## config.mk

```make
export PLATFORM = sky130hd
export DESIGN_NAME = swim_cmd_sched
export DESIGN_NICKNAME = d
export VERILOG_FILES = /design/src/rtl/swim_cmd_sched_pkg.sv /design/src/rtl/swim_cmd_sched_sync.sv /design/src/rtl/swim_cmd_sched.sv
export SDC_FILE = /design/constraint.sdc
export NUM_CORES = 1
export LEC_CHECK = 0
export CAP_MARGIN = 20
export CORE_UTILIZATION = 40
export DETAILED_ROUTE_END_ITERATION = 10
export GPL_TIMING_DRIVEN = 0
export PLACE_DENSITY_LB_ADDON = 0.05
export SYNTH_ARGS = -nofsm -noshare
export SYNTH_HDL_FRONTEND = slang
export SYNTH_SLANG_ARGS = --single-unit
```

## constraint.sdc

```tcl
create_clock -name clk -period 3 [get_ports clk]
set_input_delay 0.6 -clock clk [delete_from_list [all_inputs] [get_ports clk]]
set_output_delay 0.6 -clock clk [all_outputs]
set_load 0.01 [all_outputs]
```

## src/rtl/swim_cmd_sched_pkg.sv

```systemverilog
// Shared encodings for the SWIM command scheduler: FSM states, command bytes and
// response bytes, plus the status-byte packing used by the '?' command.
`timescale 1ns/1ps
package swim_cmd_sched_pkg;

   typedef enum logic [2:0] {
      ST_IDLE      = 3'd0,
      ST_RST_LOW   = 3'd1,
      ST_SEQ_START = 3'd2,
      ST_SEQ_WAIT  = 3'd3,
      ST_RESPOND   = 3'd4
   } state_t;

   typedef enum logic {
      MODE_R = 1'b0,
      MODE_E = 1'b1
   } mode_t;

   localparam logic [7:0] CMD_RST       = 8'h52;
   localparam logic [7:0] CMD_ENTRY     = 8'h45;
   localparam logic [7:0] CMD_STAT      = 8'h3F;

   localparam logic [7:0] RSP_RST       = 8'h72;
   localparam logic [7:0] RSP_ENTRY     = 8'h65;
   localparam logic [7:0] RSP_TMO       = 8'h54;
   localparam logic [7:0] RSP_NAK       = 8'h21;
   localparam logic [7:0] RSP_STAT_BASE = 8'h30;

   // Status byte: ASCII '0'..'?' range, low nibble = {swim, timeout, nrst, 0}.
   function automatic logic [7:0] stat_byte(input logic swim, input logic tmo, input logic nrst);
      return RSP_STAT_BASE | {4'b0000, swim, tmo, nrst, 1'b0};
   endfunction

endpackage

```

## src/rtl/swim_cmd_sched_sync.sv

```systemverilog
// Two-flop synchroniser for asynchronous single-bit inputs (SWIM pin level, or
// seq_busy when the pattern generator runs in another clock domain).
`timescale 1ns/1ps
module swim_cmd_sched_sync (
   input  logic clk,
   input  logic reset_n,
   input  logic d,
   output logic q
);

   logic meta;

   always_ff @(posedge clk or negedge reset_n) begin
      if (!reset_n) begin
         meta <= 1'b0;
         q    <= 1'b0;
      end else begin
         meta <= d;
         q    <= meta;
      end
   end

endmodule

```

## src/rtl/swim_cmd_sched.sv

```systemverilog
// Command scheduler: turns one host command byte into an NRST hold and/or SWIM
// entry sequence and returns exactly one response byte per accepted command.
`timescale 1ns/1ps
module swim_cmd_sched
   import swim_cmd_sched_pkg::*;
#(
   parameter int RST_CYCLES     = 48000,
   parameter int TIMEOUT_CYCLES = 480000,
   parameter int CNT_W          = 20
) (
   input  logic       clk,
   input  logic       reset_n,
   input  logic [7:0] cmd_data,
   input  logic       cmd_valid,
   output logic       cmd_ready,
   output logic [7:0] rsp_data,
   output logic       rsp_valid,
   input  logic       rsp_ready,
   output logic       nrst_oe,
   output logic       seq_start,
   input  logic       seq_busy,
   input  logic       swim_in,
   output state_t     state_dbg
);

   localparam logic [CNT_W-1:0] RST_LAST = CNT_W'(RST_CYCLES - 1);
   localparam logic [CNT_W-1:0] TMO_LAST = CNT_W'(TIMEOUT_CYCLES - 1);
   localparam logic [CNT_W-1:0] CNT_MAX  = '1;

   state_t           state;
   mode_t            mode;
   logic [CNT_W-1:0] counter;
   logic             timeout_flag;
   logic             seen_busy;
   logic             sync_swim;

   swim_cmd_sched_sync u_swim_sync (
      .clk     (clk),
      .reset_n (reset_n),
      .d       (swim_in),
      .q       (sync_swim)
   );

   assign state_dbg = state;

   // Handshakes: a byte moves on a rising clk edge where valid and ready are both 1.
   // cmd_ready is high only in IDLE; rsp_valid holds with rsp_data stable until rsp_ready.
   always_ff @(posedge clk or negedge reset_n) begin
      if (!reset_n) begin
         state        <= ST_IDLE;
         mode         <= MODE_R;
         cmd_ready    <= 1'b0;
         rsp_valid    <= 1'b0;
         rsp_data     <= 8'h00;
         nrst_oe      <= 1'b0;
         seq_start    <= 1'b0;
         counter      <= '0;
         timeout_flag <= 1'b0;
         seen_busy    <= 1'b0;
      end else begin
         seq_start <= 1'b0;
         case (state)
            ST_IDLE: begin
               if (cmd_valid && cmd_ready) begin
                  cmd_ready <= 1'b0;
                  counter   <= '0;
                  case (cmd_data)
                     CMD_RST: begin
                        state   <= ST_RST_LOW;
                        mode    <= MODE_R;
                        nrst_oe <= 1'b1;
                     end
                     CMD_ENTRY: begin
                        state   <= ST_RST_LOW;
                        mode    <= MODE_E;
                        nrst_oe <= 1'b1;
                     end
                     CMD_STAT: begin
                        state    <= ST_RESPOND;
                        rsp_data <= stat_byte(sync_swim, timeout_flag, nrst_oe);
                     end
                     default: begin
                        state    <= ST_RESPOND;
                        rsp_data <= RSP_NAK;
                     end
                  endcase
               end else begin
                  cmd_ready <= 1'b1;
               end
            end

            ST_RST_LOW: begin
               if (counter == RST_LAST) begin
                  counter <= '0;
                  if (mode == MODE_R) begin
                     state    <= ST_RESPOND;
                     rsp_data <= RSP_RST;
                     nrst_oe  <= 1'b0;
                  end else begin
                     state     <= ST_SEQ_START;
                     seq_start <= 1'b1;
                  end
               end else if (counter != CNT_MAX) begin
                  counter <= counter + 1'b1;
               end
            end

            ST_SEQ_START: begin
               state     <= ST_SEQ_WAIT;
               counter   <= '0;
               seen_busy <= 1'b0;
            end

            ST_SEQ_WAIT: begin
               if (seq_busy) begin
                  seen_busy <= 1'b1;
               end
               // Completion is checked before the timeout so a late finish still succeeds.
               if (seen_busy && !seq_busy) begin
                  state        <= ST_RESPOND;
                  rsp_data     <= RSP_ENTRY;
                  timeout_flag <= 1'b0;
                  nrst_oe      <= 1'b0;
                  counter      <= '0;
               end else if (counter == TMO_LAST) begin
                  state        <= ST_RESPOND;
                  rsp_data     <= RSP_TMO;
                  timeout_flag <= 1'b1;
                  nrst_oe      <= 1'b0;
                  counter      <= '0;
               end else if (counter != CNT_MAX) begin
                  counter <= counter + 1'b1;
               end
            end

            ST_RESPOND: begin
               if (rsp_valid && rsp_ready) begin
                  rsp_valid <= 1'b0;
                  cmd_ready <= 1'b1;
                  counter   <= '0;
                  state     <= ST_IDLE;
               end else begin
                  rsp_valid <= 1'b1;
               end
            end

            default: begin
               state <= ST_IDLE;
            end
         endcase
      end
   end

endmodule

```

==> impl_metrics.ini <==
[sta]
skew_ps = 10.6
hold_violations = 0
tightest_slew_ps = 688
tns_ps = 0
rsz0062_at_grt = no
fin_crit_ps = 2680
fmax_mhz = 373
slew-limit-headroom_pct = 53.7
period_share_pct = 89.4
drv_slew = 0
setup_viol = 0

[setup_path]
crit_start = counter[13]$_DFFE_PN0P_
cpPeakStageDelay_ps = 550
r2r_end = counter[1]$_DFFE_PN0P_
worst_setup_path_end_kind = flop
critPathRequiredTime_ps = 3180
critPathArrivalTime_ps = 2860
crit_path_max_fanout = 10
path_class = reg -> reg
cp_cell_sequence = or4b_4 -> nor4_4 -> a21oi_2 -> clkbuf_1 -> nor3_2 -> buf_2 -> nor2_1
worstSetupEndpoint = counter[1]$_DFFE_PN0P_
rr_startpoint = counter[13]$_DFFE_PN0P_
reg2reg_depth = 7
start_kind = flop
cpMaxStageDelayCell = or4b_4
r2r_slack_ps = 320

[global_route]
grt_first_pass_wirelength_um = 9240
grt-ovfl-total = 0
antenna_found_initial = 0
grt_max_degree = 22
grt_usage_pct = 20.0
grt_pass1_vias = 1917

[synth]
synthDistinctLibCells = 56
synth_edf_count = 0
synth_warnings = 0
async_reset_ff_share_pct = 100
synth_area_per_cell_um2 = 9.30
seq_area_frac_synth_pct = 44.3
synth-seq-cells = 39
synthCells = 237
synth_flop_cell = dfrtp_1
syn_nets = 252
syn_area_mm2 = 0.00220

[power_and_ir_drop]
p_seq_share_pct = 44.3
switching_power_uw = 494
clkPwrFrac_pct = 25.8
vdd_drop_max_v = 0.000259
swShare_pct = 35.2
combPwrFrac_pct = 29.9
p_leak_nw = 1.01
internal_power_uw = 909
powerDensity_mw_per_mm2 = 525

[final_layout]
layout.nets = 287
regMostFlops = counter
synthToLayoutAreaGrowth_pct = 21.3
final_cell_area_mm2 = 0.00267
largest_reg_flops = 20
insertedDiodeCount = 0
layout-drive-gt1-share_pct = 9.89

[place]
dpl.hpwl_um = 3800
place_congestion = 0.810
place_area_mm2 = 0.00258
port_buffers = 27

[run]
drv_cap = 0

[clock_network]
post_cts_buffers = 0
cts_hold_buffers = 0
cts_buffers = 5
cts_max_path_buffers = 2
clock_sinks = 39
clockRootBuffer = clkbuf_8
clkLatencyLatePin_ps = 300
cts-htree-levels = 2
path_clk_slew_ps = 90
cts_tree = yes
ctsResizeCount = 0

[drt]
wl_per_cell_um = 15.4
vias = 1910
antenna_left = 0
drtIter0Drc = 98
vias_per_cell = 5.57
drt-total-wl_um = 5280
drcViolationCount = 0
first_pass_iters = 4

[die]
initial_core_util_pct = 42.3
std_cell_rows = 26
dieArea_mm2 = 0.00581
die_h_um = 76.2
ios = 29
core_mm2 = 0.00520
die_w_um = 76.2

[outcome]
status = finished, final reports clean

[worst_hold_path]
hold_path_class = in -> async
-- cell usage after synthesis, drive strengths merged, types with 4 or more instances --
master   n  area share, %
or3      6            1.7
nand2   23            3.9
xor2     7            2.8
a31oi    4            1.1
dfrtp   39             44
nor3     5            1.4
mux2i    6            2.7
nand3   13            3.0
mux2     4            2.4
nand4    4            1.1
nor2    30            5.1
clkbuf   8            1.4
inv      9            1.5
o21ai    6            1.4
a21oi    9            2.2
o211ai   9            3.1
nor4     6            3.1
-- worst min-delay path by stage --
stage / start / to / slack, ps / cells after the start
6_report: reset_n / nrst_oe$_DFFE_PN0P_ / 250 / 1
5_1_grt: reset_n / rsp_data[1]$_DFFE_PN0P_ / 290 / 1
4_1_cts: reset_n / nrst_oe$_DFFE_PN0P_ / 270 / 1
3_5_place_dp: u_swim_sync.meta$_DFF_PN0_ / u_swim_sync.q$_DFF_PN0_ / 340 / 0
3_3_place_gp: u_swim_sync.meta$_DFF_PN0_ / u_swim_sync.q$_DFF_PN0_ / 330 / 0
2_1_floorplan: reset_n / cmd_ready$_DFFE_PN0P_ / 300 / 0
-- metal layers --
layer / wire length [um] / global-route usage, % / vias to the layer above
li1: - / - / 933
met1: 2540 / 25.4 / 920
met2: 2450 / 33.7 / 48
met3: 218 / 4.31 / 9
met4: 68 / 6.35 / 0
met5: 0 / 0 / -
-- final cells by class --
class	instances	area (um2)
Fill cell	498	2530
Clock inverter	3	20.0
Clock buffer	5	68.8
Multi-Input combinational cell	178	1150
Timing Repair Buffer	28	293
Inverter	9	33.8
Tap cell	70	87.6
Buffer	11	47.5
Sequential cell	39	976
-- critical path: cells and delay by family, from the launching register on --
family | cells | cell delay (ps)
simple gates | 4 | 1410
buf+inv | 2 | 580
flops | 1 | 430
compound gates | 1 | 140
-- placed cells by master (no fill, tap or decap), types with 5 or more instances in the layout --
cell type,n
dfrtp_1,39
nor2_1,30
clkdlybuf4s50_1,26
nand2_1,23
nand3_1,13
inv_1,9
o211ai_1,9
clkbuf_1,8
a21oi_1,8
xor2_1,7
or3_1,6
mux2i_1,6
o21ai_0,5
clkbuf_8,5
-- cells by family after synthesis --
group                    count (synthesis)  synth area share [%]
flip-flops                              39                  44.3
multiplexers                            10                  5.11
AND/OR/NAND/NOR                        108                  27.1
buffers and inverters                   20                  3.69
other                                    1                 0.170
AO/OA/AOI/OAI                           48                  15.1
adder cells (fa/ha/maj)                  1                 0.568
XOR/XNOR                                10                  3.98
-- metrics by stage --
stage                     hold slack [ps]  std cells  utilization [%]  power, mW  worst slack (ps)
after detailed placement              337        335             49.6       1.06               138
final                                 253        343             51.3       1.40               319
after global placement                334        334             49.2       1.05               136
after global routing                  290        343             51.3       1.49               122
after floorplan                       304        237                -      0.886               670
after CTS                             269        343             51.3       1.42               312
-- power by group through the flow --
stage | registers (mW) | clock network (mW) | logic (mW)
6_report | 0.621 | 0.362 | 0.420
5_1_grt | 0.630 | 0.397 | 0.465
4_1_cts | 0.621 | 0.376 | 0.426
3_5_place_dp | 0.632 | 0 | 0.424
3_3_place_gp | 0.627 | 0 | 0.418
2_1_floorplan | 0.632 | 0 | 0.254
Power figures use the tool's default switching activity.
